<file path="src/rtl/fix_session_pkg.sv">
// Shared FIX session definitions: message-type codes, scheduler FSM states and the queued order record.
// Default widths stand in for the HOST_ADDR_WIDTH / VALUE_DATA_WIDTH / VALUE_SIZE build settings.
package fix_session_pkg;

    localparam int HOST_ADDR_WIDTH  = 4;
    localparam int VALUE_DATA_WIDTH = 16;
    localparam int VALUE_SIZE       = 4;

    localparam logic [3:0] MSG_LOGON      = 4'hA;
    localparam logic [3:0] MSG_LOGOUT     = 4'h5;
    localparam logic [3:0] MSG_HEARTBEAT  = 4'h0;
    localparam logic [3:0] MSG_RESEND_REQ = 4'h2;

    typedef enum logic [1:0] {
        ST_IDLE,
        ST_LOOKUP,
        ST_ISSUE,
        ST_WAIT_DONE
    } sched_state_e;

    typedef struct packed {
        logic [3:0]                 msg_type;
        logic [HOST_ADDR_WIDTH-1:0] host;
    } order_t;

endpackage

</file>
<file path="src/rtl/create_msg_scheduler_sync_fifo.sv">
// Single-clock show-ahead FIFO; pop_data always presents the oldest entry.
// A push is taken while full only when a pop frees a slot in the same cycle.
module sync_fifo #(
    parameter int WIDTH = 8,
    parameter int DEPTH = 8
) (
    input  logic             clk,
    input  logic             rst,
    input  logic             push,
    input  logic [WIDTH-1:0] push_data,
    input  logic             pop,
    output logic [WIDTH-1:0] pop_data,
    output logic             full,
    output logic             empty
);

    localparam int AW = $clog2(DEPTH);

    logic [WIDTH-1:0] mem [DEPTH];
    logic [AW-1:0]    wr_ptr;
    logic [AW-1:0]    rd_ptr;
    logic [AW:0]      count;
    logic             do_push;
    logic             do_pop;

    assign do_pop   = pop && !empty;
    assign do_push  = push && (!full || do_pop);
    assign full     = (count == (AW+1)'(DEPTH));
    assign empty    = (count == '0);
    assign pop_data = mem[rd_ptr];

    always_ff @(posedge clk) begin
        if (do_push) begin
            mem[wr_ptr] <= push_data;
        end
    end

    always_ff @(posedge clk or negedge rst) begin
        if (!rst) begin
            wr_ptr <= '0;
            rd_ptr <= '0;
            count  <= '0;
        end else begin
            if (do_push) begin
                wr_ptr <= wr_ptr + 1'b1;
            end
            if (do_pop) begin
                rd_ptr <= rd_ptr + 1'b1;
            end
            case ({do_push, do_pop})
                2'b10:   count <= count + 1'b1;
                2'b01:   count <= count - 1'b1;
                default: count <= count;
            endcase
        end
    end

endmodule

</file>
<file path="src/rtl/create_msg_scheduler.sv">
// Round-robin order queue in front of create_message: arbitrates requesters, looks up targetCompId, issues one order at a time.
// Optional HB_COALESCE_EN drops duplicate heartbeats for a host that already has one queued.
module create_msg_scheduler
    import fix_session_pkg::*;
#(
    parameter int NUM_HOST    = HOST_ADDR_WIDTH,
    parameter int VALUE_WIDTH = VALUE_DATA_WIDTH,
    parameter int SIZE        = VALUE_SIZE,
    parameter int NUM_REQ     = 3,
    parameter int FIFO_DEPTH  = 8,
    parameter int DONE_TMO    = 1023
) (
    input  logic                        clk,
    input  logic                        rst,
    input  logic [NUM_REQ-1:0]          req_valid_i,
    input  logic [NUM_REQ*4-1:0]        req_type_i,
    input  logic [NUM_REQ*NUM_HOST-1:0] req_host_i,
    output logic [NUM_REQ-1:0]          req_ready_o,
    output logic [NUM_HOST-1:0]         addr_o,
    input  logic [VALUE_WIDTH+SIZE-1:0] data_i,
    input  logic                        cm_done_i,
    output logic                        initiate_msg_o,
    output logic [3:0]                  create_message_o,
    output logic [VALUE_WIDTH-1:0]      targetCompId_o,
    output logic [SIZE-1:0]             s_v_targetCompId_o,
    output logic [NUM_HOST-1:0]         host_o,
    output logic                        busy_o,
    output logic                        tmo_err_o
);

    localparam int PTR_W   = (NUM_REQ > 1) ? $clog2(NUM_REQ) : 1;
    localparam int ORDER_W = 4 + NUM_HOST;
    localparam int WD_W    = $clog2(DONE_TMO + 1);

    logic [PTR_W-1:0]    rr_ptr;
    logic [PTR_W-1:0]    next_ptr;
    logic [NUM_REQ-1:0]  grant;
    logic                grant_found;
    int                  grant_idx;
    logic                accept;
    logic [3:0]          acc_type;
    logic [NUM_HOST-1:0] acc_host;

    logic                fifo_push;
    logic                fifo_pop;
    logic                fifo_full;
    logic                fifo_empty;
    logic [ORDER_W-1:0]  fifo_rd;
    logic [3:0]          pop_type;
    logic [NUM_HOST-1:0] pop_host;

    sched_state_e        state_q;
    sched_state_e        state_d;
    logic [WD_W-1:0]     watchdog;
    logic                wd_expired;
    logic [3:0]          cur_type;

    // Search starts at the round-robin pointer and wraps; a full queue withholds every grant.
    always_comb begin
        int idx;
        idx         = 0;
        grant       = '0;
        grant_found = 1'b0;
        grant_idx   = 0;
        for (int i = 0; i < NUM_REQ; i++) begin
            idx = int'(rr_ptr) + i;
            if (idx >= NUM_REQ) begin
                idx -= NUM_REQ;
            end
            if (!grant_found && req_valid_i[idx]) begin
                grant_found = 1'b1;
                grant_idx   = idx;
            end
        end
        if (grant_found && !fifo_full) begin
            grant[grant_idx] = 1'b1;
        end
    end

    assign req_ready_o = grant;
    assign accept      = |grant;
    assign acc_type    = req_type_i[grant_idx*4 +: 4];
    assign acc_host    = req_host_i[grant_idx*NUM_HOST +: NUM_HOST];
    assign next_ptr    = (grant_idx == NUM_REQ - 1) ? '0 : PTR_W'(grant_idx + 1);
    assign pop_type    = fifo_rd[ORDER_W-1 -: 4];
    assign pop_host    = fifo_rd[NUM_HOST-1:0];

    always_ff @(posedge clk or negedge rst) begin
        if (!rst) begin
            rr_ptr <= '0;
        end else if (accept) begin
            rr_ptr <= next_ptr;
        end
    end

`ifdef HB_COALESCE_EN
    logic [2**NUM_HOST-1:0] hb_pending;
    logic                   pop_hb;
    logic                   hb_drop;

    // A same-cycle pop of this host's heartbeat frees the slot, so the new one is queued instead of dropped.
    assign pop_hb    = fifo_pop && (pop_type == MSG_HEARTBEAT);
    assign hb_drop   = (acc_type == MSG_HEARTBEAT) && hb_pending[acc_host] &&
                       !(pop_hb && (pop_host == acc_host));
    assign fifo_push = accept && !hb_drop;

    always_ff @(posedge clk or negedge rst) begin
        if (!rst) begin
            hb_pending <= '0;
        end else begin
            if (pop_hb) begin
                hb_pending[pop_host] <= 1'b0;
            end
            if (fifo_push && (acc_type == MSG_HEARTBEAT)) begin
                hb_pending[acc_host] <= 1'b1;
            end
        end
    end
`else
    assign fifo_push = accept;
`endif

    sync_fifo #(
        .WIDTH (ORDER_W),
        .DEPTH (FIFO_DEPTH)
    ) u_order_fifo (
        .clk       (clk),
        .rst       (rst),
        .push      (fifo_push),
        .push_data ({acc_type, acc_host}),
        .pop       (fifo_pop),
        .pop_data  (fifo_rd),
        .full      (fifo_full),
        .empty     (fifo_empty)
    );

    assign wd_expired = (watchdog == WD_W'(DONE_TMO));
    assign busy_o     = (state_q != ST_IDLE);

    always_ff @(posedge clk or negedge rst) begin
        if (!rst) begin
            state_q <= ST_IDLE;
        end else begin
            state_q <= state_d;
        end
    end

    always_comb begin
        state_d  = state_q;
        fifo_pop = 1'b0;
        case (state_q)
            ST_IDLE: begin
                if (!fifo_empty) begin
                    fifo_pop = 1'b1;
                    state_d  = ST_LOOKUP;
                end
            end
            ST_LOOKUP:  state_d = ST_ISSUE;
            ST_ISSUE:   state_d = ST_WAIT_DONE;
            ST_WAIT_DONE: begin
                if (cm_done_i || wd_expired) begin
                    state_d = ST_IDLE;
                end
            end
            default:    state_d = ST_IDLE;
        endcase
    end

    // addr_o doubles as the latched host of the order in flight until it is issued.
    always_ff @(posedge clk or negedge rst) begin
        if (!rst) begin
            addr_o             <= '0;
            cur_type           <= '0;
            initiate_msg_o     <= 1'b0;
            create_message_o   <= '0;
            targetCompId_o     <= '0;
            s_v_targetCompId_o <= '0;
            host_o             <= '0;
            tmo_err_o          <= 1'b0;
            watchdog           <= '0;
        end else begin
            initiate_msg_o <= 1'b0;
            tmo_err_o      <= 1'b0;
            case (state_q)
                ST_IDLE: begin
                    if (fifo_pop) begin
                        addr_o   <= pop_host;
                        cur_type <= pop_type;
                    end
                end
                ST_ISSUE: begin
                    targetCompId_o     <= data_i[VALUE_WIDTH-1:0];
                    s_v_targetCompId_o <= data_i[VALUE_WIDTH+SIZE-1:VALUE_WIDTH];
                    create_message_o   <= cur_type;
                    host_o             <= addr_o;
                    initiate_msg_o     <= 1'b1;
                    watchdog           <= '0;
                end
                ST_WAIT_DONE: begin
                    if (!cm_done_i) begin
                        if (wd_expired) begin
                            tmo_err_o <= 1'b1;
                        end else begin
                            watchdog <= watchdog + 1'b1;
                        end
                    end
                end
                default: ;
            endcase
        end
    end

endmodule
</file>
<file path="config.mk">
export PLATFORM = sky130hd
export DESIGN_NAME = create_msg_scheduler
export DESIGN_NICKNAME = d
export VERILOG_FILES = /design/src/rtl/fix_session_pkg.sv /design/src/rtl/create_msg_scheduler_sync_fifo.sv /design/src/rtl/create_msg_scheduler.sv
export SDC_FILE = /design/constraint.sdc
export NUM_CORES = 1
export LEC_CHECK = 0
export BUFFER_PORTS_ARGS = -buffer_cell sky130_fd_sc_hd__buf_2
export CORE_UTILIZATION = 55
export CTS_BUF_LIST = sky130_fd_sc_hd__clkbuf_16
export CTS_CLUSTER_SIZE = 24
export DETAILED_ROUTE_END_ITERATION = 7
export MAX_ROUTING_LAYER = met4
export PLACE_DENSITY_LB_ADDON = 0.2
export SLEW_MARGIN = 0
export SYNTH_ARGS = -nofsm -noshare
export SYNTH_HDL_FRONTEND = slang
export SYNTH_HIERARCHICAL = 1
export SYNTH_SLANG_ARGS = --single-unit
</file>
<file path="constraint.sdc">
create_clock -name clk -period 4.85 [get_ports clk]
set_input_delay 1.2125 -clock clk [delete_from_list [all_inputs] [get_ports clk]]
set_output_delay 1.2125 -clock clk [all_outputs]
set_load 0.02 [all_outputs]
</file>
### Word-level counts from Yosys, hierarchy flattened

Memory sizes are Yosys's and may differ from the RTL's. A register that Yosys moved wholly into a read port is not among the register bits.
Index checks and enable logic that the tools add are counted.

* memories: 1
* input bits: 50
* memory bits (writable): 64
* bits in registers: 54

Memory list
* u_order_fifo.mem: depth 8, bits a word 8, rd ports 1, clocked after memory_dff 1, wr ports 1, RTL line create_msg_scheduler_sync_fifo.sv:19 `logic [WIDTH-1:0] mem [DEPTH];`

* magnitude comparators: 8
* muxes and demuxes: 37
* reductions and logical operators: 22
* add/sub/neg operators: 11
* equal/unequal tests: 12
* shift operators: 2

Operators by type and width (count)
* two-way mux 32 bit: 6
* < comparator 32 x 4 -> 1 bit, second input constant: 4
* indexed part select 12 x 32 -> 4 bit: 2
* == test 32 x 3 -> 1 bit, second input constant: 1
* greater-or-equal comparator 32 x 1 -> 1 bit, second input constant: 1
* two-way mux 10 bit: 2
* one-hot mux 10 bit (2 select lines): 1
* two-way mux 1 bit: 18
* adder 10 x 1 -> 10 bit, second input constant: 1
* == test 10 bit, second input constant: 1
* inequality test 2 bit, second input constant: 4
* one-hot mux 2 bit (4 select lines): 1
* one-hot mux 4 bit (2 select lines): 1
* subtractor 3 x 2 -> 4 bit, second input constant: 2
* adder 3 x 1 -> 3 bit, second input constant: 2
* binary-select mux 1 bit (select 2 bit): 3
* == test 2 bit, second input constant: 3
* greater-or-equal comparator 3 x 2 -> 1 bit, second input constant: 2
* logical AND 1 bit: 6
* two-way mux 2 bit: 3
* nonzero test 2 bit: 3
* zero test 1 bit: 5
* adder 4 x 1 -> 4 bit, second input constant: 1
* == test 2 x 1 -> 1 bit, second input constant: 2
* other kinds (15): 17

### Logic depth before layout (Yosys ltp)

* depth after elaboration: 21
* gate-level depth with buffers: 20
* gate-level depth less buffers: 18

### Modules after synthesis

Netlist, hierarchy kept.

Modules (own cells, without submodules)
* sync_fifo: sequential area each 2172.1 sq um, area an instance 3150.5 sq um, times used 1, cells each 162
* create_msg_scheduler: sequential area each 1301.2 sq um, area an instance 2972.9 sq um, times used 1, cells each 264

### Worst setup path after synthesis

No wires, ideal clock.

* path type: input -> register
* start point: input port req_valid_i[0]
* end point: register u_order_fifo.count[3]
* data arrival time: 4.348 ns
* slack: 0.433 ns
* buffers on the path: 1
* cell stages on the path: 16
* required time: 4.781 ns
* cells stage by stage: mux2_4 -> a21oi_4 -> nand4b_2 -> and3_4 -> ha_1 -> or2_2 -> nor2_1 -> nor2_1 -> buf_2 -> or2_2 -> inv_1 -> ha_1 -> or2_2 -> nand3_1 -> mux2_2 -> nand3b_1

* longest elaborated chain between the ends: 19
* elaborated cells between the ends (all ways): 32
* those cells by class: order compare: 2; eq/ne: 2; mux: 19; reduce/logical: 9

Ends and longest elaborated chain
* start: declaration: RTL line create_msg_scheduler.sv:15 `input logic [NUM_REQ-1:0] req_valid_i,`
* binary-select mux 1 bit (select 2 bit): RTL line create_msg_scheduler.sv:70 `if (!grant_found && req_valid_i[idx]) begin`
* two-way mux 1 bit (implied by the code) (2 in series): RTL line create_msg_scheduler.sv:70
* two-way mux 1 bit: RTL line create_msg_scheduler.sv:70
* zero test 1 bit: RTL line create_msg_scheduler.sv:70
* logical AND 1 bit: RTL line create_msg_scheduler.sv:70
* two-way mux 1 bit: RTL line create_msg_scheduler.sv:70
* zero test 1 bit: RTL line create_msg_scheduler.sv:70
* logical AND 1 bit: RTL line create_msg_scheduler.sv:70
* (+3 left out)
* two-way mux 1 bit (implied by the code): RTL line create_msg_scheduler.sv:76 `grant[grant_idx] = 1'b1;`
* demux 1 bit (select 2 bit): RTL line create_msg_scheduler.sv:76
* two-way mux 3 bit (*): RTL line create_msg_scheduler.sv:75 `if (grant_found && !fifo_full) begin`
* OR reduction 3 bit (*): RTL line create_msg_scheduler.sv:81 `assign accept = |grant;`
* named net accept: RTL line create_msg_scheduler.sv:40 `logic accept;`
* logical AND 1 bit (*): RTL line create_msg_scheduler_sync_fifo.sv:27 `assign do_push = push && (!full || do_pop);`
* == test 2 x 1 -> 1 bit or == test 2 bit (tied branches): RTL line create_msg_scheduler_sync_fifo.sv:50 `case ({do_push, do_pop})`
* one-hot mux 4 bit (2 select lines) or nonzero test 2 bit (tied branches)
* end signal: assignment: RTL line create_msg_scheduler_sync_fifo.sv:51 `2'b10: count <= count + 1'b1;`
* end signal: assignment: RTL line create_msg_scheduler_sync_fifo.sv:52 `2'b01: count <= count - 1'b1;`
* end signal: assignment: RTL line create_msg_scheduler_sync_fifo.sv:53 `default: count <= count;`
* end: declaration: RTL line create_msg_scheduler_sync_fifo.sv:22 `logic [AW:0] count;`

The timed path passes the listed nets; every way through them passes the cells marked *. The select of a mux whose other input is x is not followed.
A chain may end at the register's enable or synchronous reset.

### Worst setup path in the final report

* start point: register rr_ptr[0]
* end point: register u_order_fifo.count[3]

* longest elaborated chain between the ends: 21
* elaborated cells between the ends (all ways): 43
* those cells by class: add/sub: 5; order compare: 5; eq/ne: 2; mux: 22; reduce/logical: 9

Ends and longest elaborated chain
* start: declaration: RTL line create_msg_scheduler.sv:35 `logic [PTR_W-1:0] rr_ptr;`
* start signal: assignment: RTL line create_msg_scheduler.sv:92 `rr_ptr <= next_ptr;`
* branches (longest 16 deep; another with greater-or-equal comparator 32 x 1 -> 1 bit)
* two-way mux 3 bit (*): RTL line create_msg_scheduler.sv:75
* OR reduction 3 bit (*): RTL line create_msg_scheduler.sv:81
* named net accept: RTL line create_msg_scheduler.sv:40
* logical AND 1 bit (*): RTL line create_msg_scheduler_sync_fifo.sv:27
* == test 2 x 1 -> 1 bit or == test 2 bit (tied branches): RTL line create_msg_scheduler_sync_fifo.sv:50
* one-hot mux 4 bit (2 select lines) or nonzero test 2 bit (tied branches)

Mark *: on every way through the listed nets, which the timed path passes. The select of a mux whose other input is x is not followed.

==> out/qor.yml <==
synth:
  synth_mux_area_share_pct: 17.2
  synth.distinct_cells: 62
  syn_inst: 426
  synth_top_family_by_area: "multiplexers"
  synth_xor_area_share_pct: 2.00
  ys_async_sr_fraction_pct: 49.2
  seq_area_frac_synth_pct: 56.7
  yosysTopAreaCell: "edfxtp_1"
  synthAdderAreaFrac_pct: 4.00
  synth_top_flop_cell: "edfxtp_1"
  ys.warnings.count: 6
  synthesis.nets: 495
  synth_top_area_share_pct: 31.4
  synth_area_per_cell_sq_um: 14.4
  synth_area_leaders: "edfxtp_1 31%, dfrtp_1 25%, mux2_2 8.6%"
  synth_edf_count: 64
  synth_compound_area_share_pct: 7.70
  ys_seq_elements: 126
  synth_simple_gate_area_share_pct: 9.15
  synth_area_sq_um: 6120
floorplan:
  fp.dieArea_sq_um: 11600
  ios: 88
  design.core.area_sq_um: 10800
  dieHeight_microns: 108
  num_rows: 38
  dieWidth_microns: 108
  initial_core_util_pct: 56.5
detailed_routing:
  drc_errors: 0
  via_per_inst: 5.74
  drt-total-wl_mm: 11.7
  dr_total_vias: 3894
  drt_iter0_markers: 201
  first_pass_iters: 7
  wl_per_cell_microns: 17.2
  antenna_left: 0
placement:
  numPortBuffers: 87
  globalplace.congestion: 0.804
  place_hpwl_mm: 7.79
  placed_area_sq_um: 6690
  dp_cells: 646
clock_tree:
  clock_latency_ns: 0.41
  postCtsResizedCells: 0
  ctsHoldBuffers: 0
  root_buffer: "clkbuf_16"
  cts_made_buffers: 17
  clk_pin_slew_worst_paths_ns: 0.06
  cts_tree: "yes"
  post-cts-setup-buffers: 0
  cts_buffer_depth: 2
  clkSinkCount: 126
  cts_max_level: 4
sta:
  setup_tns_ns: 0
  hold_violations: 0
  timing.final.crit_period_ns: 4.46
  finClkSkew_ns: 0.00465
  rsz0062_at_grt: "no"
  fin_crit_sh_pct: 91.9
  slew_headroom_pct: 36.6
  finalSetupViolCount: 0
  slew_violations: 0
  tightestPinTransition_ns: 0.952
  max_freq_mhz: 224
critical_path:
  cp_data_arrival_time_ns: 4.79
  cp_top_family: "simple AND/OR/NAND/NOR gates"
  cpMaxStageDelayCell: "ha_1"
  slowest_delay_ns: 0.47
  path_cells: "inv_1 > ha_1 > nor3b_2 > a21oi_4 > a211o_4 > and3_4 > ha_1 > or2_2 > nor2_1 > nor2_1 > or2_2 > inv_1 > ha_1 > or2_2 > nand3_1 > mux2_2 > nand3b_1"
  start_kind: "flip-flop"
  cp-end-kind: "flip-flop"
  path_class: "reg2reg"
  path_max_fanout: 17
  cp.required_ns: 5.19
  critPathBufInv: 2
final_layout:
  final_area_sq_um: 7320
  final_nets: 594
  final_common_cell: "buf_2"
  final_cell_mix: "87 x buf_2, 64 x edfxtp_1, 62 x dfrtp_1"
  syn_to_final_growth_pct: 19.5
  fillers: 719
  num_antenna_cells: 0
  instances_no_fill: 678
  final_layout_size_suffix_gt1_share_pct: 37.0
pwr:
  internal_power_mw: 3.81
  power_frac_seq_pct: 33.2
  p_clk_share_pct: 21.6
  p_total_mw: 6.10
  switching_share_pct: 37.5
  total_leakage_power_nw: 3.03
  p_sw_mw: 2.28
  power_density_nw_per_um2: 833
  ir_drop_mv: 0.391
  comb_power_share_pct: 45.2
grt:
  grt_pass1_wl_mm: 18.8
  grt_pass1_vias: 3854
  grt_max_degree: 33
  overflow: 0
  antenna_found_initial: 0
  grtUsageTotal_pct: 22.6
min_path:
  hold_path_class: "reg2reg"
run_status:
  outcome: "finished clean"
flow_run:
  cap_violations: 0
-- final cells by class --
class	instances	area, sq um	share of cell area (%)
well taps	140	175	2.39
inverters	18	67.6	0.923
flip-flops and latches	126	3470	47.5
clock buffers	17	425	5.81
multi-input cells	263	2450	33.5
repair buffers	99	526	7.18
clock inverters	15	198	2.70
-- metrics by stage --
stage	setup slack (ns)	hold WS (ns)	util [%]
after global routing	0.158	0.515	67.5
after global placement	0.296	0.483	61.7
after CTS	0.393	0.503	67.5
final	0.393	0.499	67.5
after detailed placement	0.163	0.491	61.7
after floorplan	0.433	0.475	-
-- routing by layer --
layer  GRT usage (%)  vias up  part of all wire, %
li1                -     1834                    -
met1            26.7     1865                   42
met2            37.1      174                   50
met3            5.51       21                  6.3
met4            9.69        0                  2.0
met5               -        -                    0
-- path summary, 6_finish.rpt --
kind                                                endpoint                       startpoint  depth (start not counted)  slack (ns)
max                        u_order_fifo/count[3]$_DFFE_PN0P_            rr_ptr[0]$_DFFE_PN0P_                         17        0.39
min in group asynchronous            watchdog[9]$_DFFE_PN0P_                              rst                          1        0.84
min                          create_message_o[2]$_DFFE_PN0P_  create_message_o[2]$_DFFE_PN0P_                          1        0.50
min reg2reg                  create_message_o[2]$_DFFE_PN0P_  create_message_o[2]$_DFFE_PN0P_                          1        0.50
max reg2reg                u_order_fifo/count[3]$_DFFE_PN0P_            rr_ptr[0]$_DFFE_PN0P_                         17        0.39
max in group asynchronous              addr_o[0]$_DFFE_PN0P_                              rst                          2        3.15
-- worst register-to-register path, delay by kind of cell, from the launching register on --
family	cells	cell delay [ns]
flip-flops	1	0.44
adder cells (fa/ha/maj)	3	0.95
multiplexers	1	0.35
AO/OA/AOI/OAI	2	0.52
AND/OR/NAND/NOR	9	1.90
buffers and inverters	2	0.23
-- power by group through the flow --
stage	clock (mW)	combinational, mW	sequential, mW
after floorplan	0	2.01	2.09
after global placement	0	2.65	2.01
after detailed placement	0	2.74	2.04
after CTS	1.34	2.77	2.03
after global routing	1.39	3.02	2.07
final	1.32	2.76	2.02
-- Yosys cell counts (3+ instances only) --
cell type	number
mux2_2	47
clkbuf_1	4
and2_1	3
o21ai_0	12
nand4_1	9
xor2_1	8
a32o_1	8
nor2_1	22
nor2b_1	3
dfrtp_1	62
nand3_1	12
buf_2	4
buf_6	7
edfxtp_1	64
or2_2	3
a21oi_1	8
o31ai_1	3
nand2b_1	5
nand2_1	14
mux2i_1	5
inv_1	18
ha_1	18
mux4_1	16
xnor2_1	6
o21ai_2	4
nand3b_1	7
nor3_1	6
buf_1	3
-- state kept, by name (all words and copies together), names as in the netlist, 4 cells and up --
| signal | cells |
|---|---|
| targetCompId_o | 16 |
| create_message_o | 4 |
| u_order_fifo/count | 4 |
| watchdog | 10 |
| addr_o | 4 |
| cur_type | 4 |
| host_o | 4 |
| u_order_fifo/mem | 64 |
| s_v_targetCompId_o | 4 |
-- cells by family after synthesis --
group / after synthesis
buffers and inverters: 37
xor gates and xnor gates: 14
adders and majority gates: 19
AOI/OAI and AO/OA: 59
and+or+nand+nor: 100
DFF: 126
muxes: 71
Note: power is estimated with default switching activity, not from simulation.
